File: config.mk
export PLATFORM = sky130hd
export DESIGN_NAME = color_fx_pipe
export DESIGN_NICKNAME = d
export VERILOG_FILES = /design/src/rtl/color_fx_pipe.sv
export SDC_FILE = /design/constraint.sdc
export NUM_CORES = 1
export LEC_CHECK = 0
export ABC_AREA = 1
export ABC_CLOCK_PERIOD_IN_PS = 2300
export CAP_MARGIN = 25
export CELL_PAD_IN_SITES_DETAIL_PLACEMENT = 1
export CELL_PAD_IN_SITES_GLOBAL_PLACEMENT = 2
export CORE_ASPECT_RATIO = 0.5
export CORE_UTILIZATION = 30
export DETAILED_ROUTE_END_ITERATION = 8
export GPL_TIMING_DRIVEN = 0
export PLACE_DENSITY = 0.81
export SYNTH_ARGS = -nofsm -noshare
export SYNTH_HDL_FRONTEND = slang
export SYNTH_SLANG_ARGS = --single-unit
File: constraint.sdc
create_clock -name clk -period 2.3 [get_ports clk]
set_clock_uncertainty 0.15 [all_clocks]
set_input_delay 0.575 -clock clk [delete_from_list [all_inputs] [get_ports clk]]
set_output_delay 0.575 -clock clk [all_outputs]
set_load 0.02 [all_outputs]
File: src/rtl/color_fx_pipe.sv
// -----------------------------------------------------------------------------
// color_fx_pipe
//   Fully pipelined colour-effect stage for the ISP path. Accepts one {R,G,B}
//   pixel per clock with VGA timing, applies one of ten effects and emits the
//   result exactly 3 cycles later with the timing signals delayed to match.
//   The effect mode is latched only at frame start (v_sync going active), so a
//   frame is never processed with two different effects.
//
// Parameters
//   CW              bits per colour channel (pixel = 3*CW bits, {R,G,B})
//   SYNC_ACTIVE_LOW 1: h_sync/v_sync are active-low (idle/reset level is 1)
//
// Ports
//   clk             pixel clock
//   reset           synchronous active-high reset
//   mode_sel[3:0]   requested effect (taken at the next frame start)
//   level[CW-1:0]   effect amount / threshold, sampled every cycle
//   i_valid         input pixel valid
//   i_rgb           input pixel {R,G,B}
//   i_h_sync        horizontal sync
//   i_v_sync        vertical sync
//   i_de            display enable
//   o_valid         i_valid delayed 3 cycles
//   o_rgb           processed pixel (zero while delayed de is low)
//   o_h_sync        i_h_sync delayed 3 cycles
//   o_v_sync        i_v_sync delayed 3 cycles
//   o_de            i_de delayed 3 cycles
//   o_mode[3:0]     currently active effect
//
// Optional build macro COLOR_FX_STATS_EN adds:
//   o_luma_sum[CW+18:0]  saturating sum of Y over the previous frame's
//                        valid & de pixels, updated at each frame start
//   o_stats_valid        one-cycle pulse when o_luma_sum is updated
// -----------------------------------------------------------------------------
module color_fx_pipe #(
    parameter int CW              = 4,
    parameter bit SYNC_ACTIVE_LOW = 1'b1
) (
    input  logic            clk,
    input  logic            reset,
    input  logic [3:0]      mode_sel,
    input  logic [CW-1:0]   level,
    input  logic            i_valid,
    input  logic [3*CW-1:0] i_rgb,
    input  logic            i_h_sync,
    input  logic            i_v_sync,
    input  logic            i_de,
    output logic            o_valid,
    output logic [3*CW-1:0] o_rgb,
    output logic            o_h_sync,
    output logic            o_v_sync,
    output logic            o_de,
    output logic [3:0]      o_mode
`ifdef COLOR_FX_STATS_EN
    ,
    output logic [CW+18:0]  o_luma_sum,
    output logic            o_stats_valid
`endif
);

    typedef enum logic [3:0] {
        FX_PASS     = 4'd0,
        FX_RED      = 4'd1,
        FX_GREEN    = 4'd2,
        FX_BLUE     = 4'd3,
        FX_BRIGHTEN = 4'd4,
        FX_DARKEN   = 4'd5,
        FX_GRAY     = 4'd6,
        FX_INVERT   = 4'd7,
        FX_THRESH   = 4'd8,
        FX_CONTRAST = 4'd9
    } fx_mode_t;

    localparam logic          SYNC_IDLE = SYNC_ACTIVE_LOW;
    localparam logic [CW-1:0] C_MAX     = '1;
    localparam logic [CW-1:0] C_MID     = {1'b1, {(CW-1){1'b0}}};

    // ------------------------------------------------------------------
    // Per-channel effect helpers
    // ------------------------------------------------------------------
    function automatic logic [CW-1:0] f_brighten(input logic [CW-1:0] c,
                                                 input logic [CW-1:0] l);
        logic [CW:0] s;
        s = {1'b0, c} + {1'b0, l};
        return s[CW] ? C_MAX : s[CW-1:0];
    endfunction

    function automatic logic [CW-1:0] f_darken(input logic [CW-1:0] c,
                                               input logic [CW-1:0] l);
        return (c > l) ? (c - l) : '0;
    endfunction

    // 2c - MID evaluated signed in CW+2 bits, then clamped to [0, MAX]
    function automatic logic [CW-1:0] f_contrast(input logic [CW-1:0] c);
        logic signed [CW+1:0] t;
        logic [CW-1:0]        res;
        t = $signed({1'b0, c, 1'b0}) - $signed({2'b00, C_MID});
        if (t[CW+1])
            res = '0;
        else if (t > $signed({2'b00, C_MAX}))
            res = C_MAX;
        else
            res = t[CW-1:0];
        return res;
    endfunction

    // ------------------------------------------------------------------
    // Frame-start detection and mode latch
    // ------------------------------------------------------------------
    logic       r_vs_prev;
    logic [3:0] r_active_mode;
    logic       w_frame_start;
    logic [3:0] w_mode_eff;

    assign w_frame_start = (r_vs_prev == SYNC_IDLE) && (i_v_sync != SYNC_IDLE);
    // The pixel arriving with the frame-start event already belongs to the
    // new frame, so it takes the newly requested mode.
    assign w_mode_eff    = w_frame_start ? mode_sel : r_active_mode;

    always_ff @(posedge clk) begin
        if (reset) begin
            r_vs_prev     <= SYNC_IDLE;
            r_active_mode <= '0;
        end else begin
            r_vs_prev <= i_v_sync;
            if (w_frame_start)
                r_active_mode <= mode_sel;
        end
    end

    // ------------------------------------------------------------------
    // Timing delay lines (3 deep, index 1 aligns with S2, index 2 is output)
    // ------------------------------------------------------------------
    logic [2:0] r_vld_sr;
    logic [2:0] r_de_sr;
    logic [2:0] r_hs_sr;
    logic [2:0] r_vs_sr;

    always_ff @(posedge clk) begin
        if (reset) begin
            r_vld_sr <= '0;
            r_de_sr  <= '0;
            r_hs_sr  <= {3{SYNC_IDLE}};
            r_vs_sr  <= {3{SYNC_IDLE}};
        end else begin
            r_vld_sr <= {r_vld_sr[1:0], i_valid};
            r_de_sr  <= {r_de_sr[1:0],  i_de};
            r_hs_sr  <= {r_hs_sr[1:0],  i_h_sync};
            r_vs_sr  <= {r_vs_sr[1:0],  i_v_sync};
        end
    end

    // ------------------------------------------------------------------
    // S1: register pixel, level, mode; compute luma products
    // ------------------------------------------------------------------
    logic [CW-1:0] w_in_r, w_in_g, w_in_b;
    logic [CW+7:0] w_pr, w_pg, w_pb;

    assign w_in_r = i_rgb[3*CW-1:2*CW];
    assign w_in_g = i_rgb[2*CW-1:CW];
    assign w_in_b = i_rgb[CW-1:0];
    assign w_pr   = (CW+8)'(w_in_r) * (CW+8)'(77);
    assign w_pg   = (CW+8)'(w_in_g) * (CW+8)'(150);
    assign w_pb   = (CW+8)'(w_in_b) * (CW+8)'(29);

    logic [CW-1:0] r_s1_r, r_s1_g, r_s1_b, r_s1_level;
    logic [CW+7:0] r_s1_pr, r_s1_pg, r_s1_pb;
    logic [3:0]    r_s1_mode;

    always_ff @(posedge clk) begin
        if (reset) begin
            r_s1_r     <= '0;
            r_s1_g     <= '0;
            r_s1_b     <= '0;
            r_s1_level <= '0;
            r_s1_pr    <= '0;
            r_s1_pg    <= '0;
            r_s1_pb    <= '0;
            r_s1_mode  <= '0;
        end else begin
            r_s1_r     <= w_in_r;
            r_s1_g     <= w_in_g;
            r_s1_b     <= w_in_b;
            r_s1_level <= level;
            r_s1_pr    <= w_pr;
            r_s1_pg    <= w_pg;
            r_s1_pb    <= w_pb;
            r_s1_mode  <= w_mode_eff;
        end
    end

    // ------------------------------------------------------------------
    // S2: luma sum >> 8. Weights total 256, so the sum never exceeds
    // MAX*256 and fits in CW+8 bits.
    // ------------------------------------------------------------------
    logic [CW+7:0] w_gsum;
    assign w_gsum = r_s1_pr + r_s1_pg + r_s1_pb;

    logic [CW-1:0] r_s2_r, r_s2_g, r_s2_b, r_s2_y, r_s2_level;
    logic [3:0]    r_s2_mode;

    always_ff @(posedge clk) begin
        if (reset) begin
            r_s2_r     <= '0;
            r_s2_g     <= '0;
            r_s2_b     <= '0;
            r_s2_y     <= '0;
            r_s2_level <= '0;
            r_s2_mode  <= '0;
        end else begin
            r_s2_r     <= r_s1_r;
            r_s2_g     <= r_s1_g;
            r_s2_b     <= r_s1_b;
            r_s2_y     <= CW'(w_gsum >> 8);
            r_s2_level <= r_s1_level;
            r_s2_mode  <= r_s1_mode;
        end
    end

    // ------------------------------------------------------------------
    // S3: effect mux, saturation, blanking
    // ------------------------------------------------------------------
    logic [CW-1:0] w_fx_r, w_fx_g, w_fx_b;

    always_comb begin
        w_fx_r = r_s2_r;
        w_fx_g = r_s2_g;
        w_fx_b = r_s2_b;
        case (r_s2_mode)
            FX_RED: begin
                w_fx_g = '0;
                w_fx_b = '0;
            end
            FX_GREEN: begin
                w_fx_r = '0;
                w_fx_b = '0;
            end
            FX_BLUE: begin
                w_fx_r = '0;
                w_fx_g = '0;
            end
            FX_BRIGHTEN: begin
                w_fx_r = f_brighten(r_s2_r, r_s2_level);
                w_fx_g = f_brighten(r_s2_g, r_s2_level);
                w_fx_b = f_brighten(r_s2_b, r_s2_level);
            end
            FX_DARKEN: begin
                w_fx_r = f_darken(r_s2_r, r_s2_level);
                w_fx_g = f_darken(r_s2_g, r_s2_level);
                w_fx_b = f_darken(r_s2_b, r_s2_level);
            end
            FX_GRAY: begin
                w_fx_r = r_s2_y;
                w_fx_g = r_s2_y;
                w_fx_b = r_s2_y;
            end
            FX_INVERT: begin
                w_fx_r = C_MAX - r_s2_r;
                w_fx_g = C_MAX - r_s2_g;
                w_fx_b = C_MAX - r_s2_b;
            end
            FX_THRESH: begin
                w_fx_r = (r_s2_y >= r_s2_level) ? C_MAX : '0;
                w_fx_g = w_fx_r;
                w_fx_b = w_fx_r;
            end
            FX_CONTRAST: begin
                w_fx_r = f_contrast(r_s2_r);
                w_fx_g = f_contrast(r_s2_g);
                w_fx_b = f_contrast(r_s2_b);
            end
            default: ;  // 0 and 10-15: passthrough
        endcase
        // Blank outside the active area, using de aligned with S2 data
        if (!r_de_sr[1]) begin
            w_fx_r = '0;
            w_fx_g = '0;
            w_fx_b = '0;
        end
    end

    logic [3*CW-1:0] r_out_rgb;

    always_ff @(posedge clk) begin
        if (reset)
            r_out_rgb <= '0;
        else
            r_out_rgb <= {w_fx_r, w_fx_g, w_fx_b};
    end

    assign o_rgb    = r_out_rgb;
    assign o_valid  = r_vld_sr[2];
    assign o_de     = r_de_sr[2];
    assign o_h_sync = r_hs_sr[2];
    assign o_v_sync = r_vs_sr[2];
    assign o_mode   = r_active_mode;

`ifdef COLOR_FX_STATS_EN
    // ------------------------------------------------------------------
    // Frame luma statistics. The frame-start flag travels with its pixel
    // so the swap happens at S3 alignment; that pixel seeds the new sum.
    // ------------------------------------------------------------------
    logic            r_s1_fs, r_s2_fs;
    logic [CW+18:0]  r_acc, r_luma_sum;
    logic            r_stats_vld;
    logic [CW+18:0]  w_acc_base, w_y_add, w_acc_sat;
    logic [CW+19:0]  w_acc_next;

    assign w_acc_base = r_s2_fs ? '0 : r_acc;
    assign w_y_add    = (r_vld_sr[1] & r_de_sr[1]) ? (CW+19)'(r_s2_y) : '0;
    assign w_acc_next = {1'b0, w_acc_base} + {1'b0, w_y_add};
    assign w_acc_sat  = w_acc_next[CW+19] ? '1 : w_acc_next[CW+18:0];

    always_ff @(posedge clk) begin
        if (reset) begin
            r_s1_fs     <= 1'b0;
            r_s2_fs     <= 1'b0;
            r_acc       <= '0;
            r_luma_sum  <= '0;
            r_stats_vld <= 1'b0;
        end else begin
            r_s1_fs     <= w_frame_start;
            r_s2_fs     <= r_s1_fs;
            r_acc       <= w_acc_sat;
            r_stats_vld <= r_s2_fs;
            if (r_s2_fs)
                r_luma_sum <= r_acc;
        end
    end

    assign o_luma_sum    = r_luma_sum;
    assign o_stats_valid = r_stats_vld;
`endif

endmodule

# Word-level counts from Yosys, hierarchy flattened
# Index checks and enable logic that the tools add are counted.
[word_totals] wordCells=79 out_inout_bits=20 register_bits=105
[classes] n_reduce_logical=5 addsub=14 n_mul=3 eq_ne=9 bitwise_logic=2 mux=16 order_cmp=7
[op_table] operator="4-bit case mux with 7 select lines" count=3
[op_table] operator="4-bit 2-to-1 mux" count=13
[op_table] operator="12-bit adder" count=2
[op_table] operator="4-bit by 7-bit multiplier with 11-bit output (second input constant)" count=2
[op_table] operator="6-bit by 5-bit > comparator with 1-bit output (second input constant)" count=3
[op_table] operator="5-bit by 4-bit subtractor with 6-bit output (second input constant)" count=3
[op_table] operator="4-bit by 3-bit equality test with 1-bit output (second input constant)" count=4
[op_table] operator="4-bit by 4-bit adder with 5-bit output" count=3
[op_table] operator="4-bit > comparator" count=3
[op_table] operator="4-bit subtractor" count=3
[op_table] operator="4-bit subtractor (first input constant)" count=3
[op_table] operator="4-bit by 5-bit multiplier with 9-bit output (second input constant)" count=1
[op_table] operator="4-bit by 2-bit equality test with 1-bit output (second input constant)" count=2
[op_table] operator="4-bit equality test (second input constant)" count=2
[op_table] operator="2-bit OR reduction" count=4
[op_table] operator="4-bit by 1-bit equality test with 1-bit output (second input constant)" count=1
[op_table] operator="4-bit >= comparator" count=1
[op_table] operator="1-bit inverter" count=2
[op_table] operator="1-bit logical AND" count=1

# Longest topological paths before layout
[logic_depth] depth_word=5 ltp_mapped=15 ltp_nobuf=15

# Worst setup path before layout
# No wires, ideal clock.
[synth_path] path_type="input-to-reg" start="input port i_rgb[1]" end="register r_s1_pb[7]" t_arrival_ns=2.285 required_time_ns=2.080 cell_stages=9 setup_time_ns=0.070 slack_ns=-0.204 path_cell_list="ha_1 fa_1 inv_1 fa_1 nor2_1 o21ai_0 nand2_1 o21ai_0 a21oi_1"
[synth_between] elab_chain_len=1
[synth_lines] element="start, declared" line_no="44" text="input logic [3*CW-1:0] i_rgb,"
[synth_lines] element="4-bit by 5-bit multiplier with 9-bit output" line_no="164" text="assign w_pb = (CW+8)'(w_in_b) * (CW+8)'(29);"
[synth_lines] element="end signal, assigned" line_no="187" text="r_s1_pb <= w_pb;"
[synth_lines] element="end, declared" line_no="167" text="logic [CW+7:0] r_s1_pr, r_s1_pg, r_s1_pb;"
# No other way between the ends.
# A chain may end at the register's enable or synchronous reset.

# Worst setup path in the final report
[layout_path] start="input port i_rgb[3]" end="register r_s1_pb[8]"
# Same word-level chain as after synthesis.

==> flow_summary.yaml <==
layout:
  layout.nets: 996
  final_cell_area_um2: 7380
  final_util_pct: 39.2
  syn2layout_area_growth_pct: 25.0
  n_antenna_cell: 0
  drive_gt1_share_pct: 13.9
detailed_routing:
  drt-initial-drc-count: 190
  drc_errors: 0
  antenna_left: 0
  vias: 5157
  route.detailed.wl_per_inst_um: 14.9
  first_pass_iters: 6
  wl_um: 16900
  routed_via_density: 4.55
power_and_ir_drop:
  total_power_mw: 4.69
  p_leak_nw: 3.57
  ir_drop_mv: 0.351
  p_per_area_nw_per_um2: 635
placement:
  placed_area_um2: 6780
  gp_congestion: 0.826
  hpwl_um: 13400
  port_buffers: 45
die:
  row_count: 35
  start_util_pct: 31.4
  core-area_um2: 18800
  ioPinCount: 46
  fp.dieArea_um2: 20300
  die_h_um: 101
  die_x_um: 200
synth:
  synthesis.nets: 930
  synth-edff-count: 0
  ys_async_sr_fraction_pct: 0
  ys_ff_latch: 94
  yosys-top-cells-count: "nand2_1 (162), inv_1 (143), nor2_1 (120)"
  yosys.area.top_type: "dfxtp_1"
  yosysUniqueCellTypes: 30
  synthCells: 804
  seq_area_frac_synth_pct: 31.9
  netlist_area_um2: 5910
  synthTopCellsByArea: "dfxtp_1 (32%), ha_1 (17%), nand2_1 (10%)"
  synth.most_common_cell: "nand2_1"
  synth_flop_cell: "dfxtp_1"
  ys_warn_count: 0
  syn_avg_cell_area_um2: 7.35
  yosysTopAreaCellShare_pct: 31.9
hold_path:
  hold_path.class: "flop to flop"
  hold_start: "r_s1_level[0]$_SDFF_PP0_"
critical_path:
  cpPeakStageDelay_ns: 0.59
  path_buf_inv: 1
  ff2ff_setup_slack_ns: 0.15
  crit_chain: "buf_12, fa_1, ha_4, ha_4, a21oi_2, o211ai_1, o21ai_1, a21oi_1"
  worstPathRequired_ns: 2.42
  r2r_end: "o_rgb[1]$_SDFF_PP0_"
  worstSetupEndpointType: "flop"
  crit_arrival_ns: 2.38
  r2r_start: "r_s2_level[0]$_SDFF_PP0_"
  crit_start: "i_rgb[3]"
  crit_type: "input port to flop"
  crit_family: "adder cells"
  cp_common_cell: "ha_4"
  cp.depth: 8
  reg2regPathDepth: 11
  critPathCapture: "r_s1_pb[8]$_SDFF_PP0_"
  cp-start-kind: "input port"
  cp_max_fo: 6
  cp_slowest_cell: "fa_1"
clocking:
  insertion_delay_ns: 0.35
  clock_sinks: 94
  cts_tree: "built"
  htreeDepth: 3
  root_buffer: "clkbuf_16"
  path_clk_slew_ns: 0.08
  cts_buffers: 9
  cts_buffer_depth: 2
grt:
  grt_pass1_vias: 5205
  overflow: 0
  grt_pass1_wl_um: 27000
  grt_max_degree: 20
  antenna_found_initial: 0
  gr-usage-all-layers_pct: 17.0
sta:
  hold_slack_ns: 0.252
  rsz0062_at_grt: "true"
  maxSlewHeadroom_pct: 59.2
  fin_setup_tns_ns: 0
  min_period_ns: 2.26
  hold_viol_final: 0
  worst_pin_slew_ns: 0.611
  finalMaxSlewViolations: 0
  setup_violations: 0
  finalCritPeriodShare_pct: 98.3
  max_freq_ghz: 0.442
run:
  cap_violations: 0
status:
  status: "completed"
-- stage by stage --
| step | std cells | setup WS, ns |
|---|---|---|
| 5_1_grt | 1134 | -0.0263 |
| 4_1_cts | 1126 | 0.00461 |
| 6_report | 1134 | 0.0397 |
| 3_5_place_dp | 1108 | -1.02 |
| 2_1_floorplan | 804 | -0.0237 |
| 3_3_place_gp | 1108 | -0.901 |
-- metal layers --
| metal | up-vias | part of all wire [%] | GRT usage [%] |
|---|---|---|---|
| met5 | - | 0 | 0 |
| met4 | 0 | 0.85 | 3.64 |
| met3 | 16 | 2.9 | 3.02 |
| met2 | 60 | 48 | 30.0 |
| met1 | 2444 | 48 | 22.0 |
| li1 | 2637 | - | - |
-- worst register-to-register path: cells and delay by family (launching register included) --
family	cells	cell delay, ns
AO/OA/AOI/OAI	1	0.22
adder cells (fa/ha/maj)	2	0.60
buffers and inverters	1	0.06
flip-flops	1	0.47
AND/OR/NAND/NOR	7	0.54
-- final cells by class --
type | instances | area (µm²)
plain buffers | 13 | 58.8
repair buffers | 55 | 518
multi-input cells | 550 | 3730
clock inverters | 7 | 78.8
well taps | 259 | 324
flip-flops and latches | 94 | 1890
clock buffers | 9 | 225
inverters | 147 | 556
fillers | 2347 | 11400
-- worst min-delay path by stage --
stage          slack [ns]                  endpoint  depth (start not counted)
2_1_floorplan        0.24     r_de_sr[1]$_SDFF_PP0_                          2
3_3_place_gp         0.24    r_vld_sr[2]$_SDFF_PP0_                          2
3_5_place_dp         0.25     r_hs_sr[2]$_SDFF_PP1_                          1
4_1_cts              0.25  r_s2_level[0]$_SDFF_PP0_                          2
5_1_grt              0.27  r_s2_level[0]$_SDFF_PP0_                          2
6_report             0.25  r_s2_level[0]$_SDFF_PP0_                          2
-- state kept, by name (all words and copies together), names as in the netlist, 4 cells and up --
signal and cells:
o_rgb 12, r_s1_b 4, r_s1_g 4, r_s1_level 4, r_s1_mode 4, r_s1_pb 7
r_s1_pg 10, r_s1_pr 9, r_s1_r 4, r_s2_b 4, r_s2_g 4, r_s2_level 4
r_s2_mode 4, r_s2_r 4, r_s2_y 4
-- cell usage in the layout (no fill, tap or decap), types with 4 or more instances in the layout --
cell type and count:
nor2_4 5, clkbuf_1 9, nor3_1 4, o21bai_1 5, or2_2 6, ha_4 18
nand2_1 157, fa_1 16, o21ai_0 34, a21oi_1 33, nand4_1 9, o21ai_1 8
inv_2 14, xor2_1 4, buf_2 4, a21oi_2 5, fa_2 4, nor2_1 113
dfxtp_1 91, buf_4 15, nand2_2 8, inv_1 132, clkdlybuf4s50_1 33, ha_1 60
nand3_1 37, nor2_2 7, clkbuf_16 9
-- cell families (layout without fill, tap and decap cells) --
group           Yosys count  in the layout  share of synthesized area [%]
compound gates           95             95                           8.64
xor+xnor                  5              5                          0.741
fa+ha+maj               100            100                           23.7
buf+inv                 160            231                           10.3
flops                    94             94                           31.9
simple gates            350            350                           24.7
-- what timing repair did --
item / 4_1_cts / 5_1_grt
buffers inserted: 2 / 8
setup endpoints to repair: 32 / 22
hold buffers: 0 / 0
resized for setup: 59 / 62
pin swaps: 3 / 27
-- where the power goes --
part / switching, mW / total, mW / internal (mW)
sequential: 0.0872 / 1.83 / 1.75
combinational: 0.778 / 1.33 / 0.552
clock: 0.752 / 1.52 / 0.772
total: 1.62 / 4.69 / 3.07
Power figures use the tool's default switching activity.
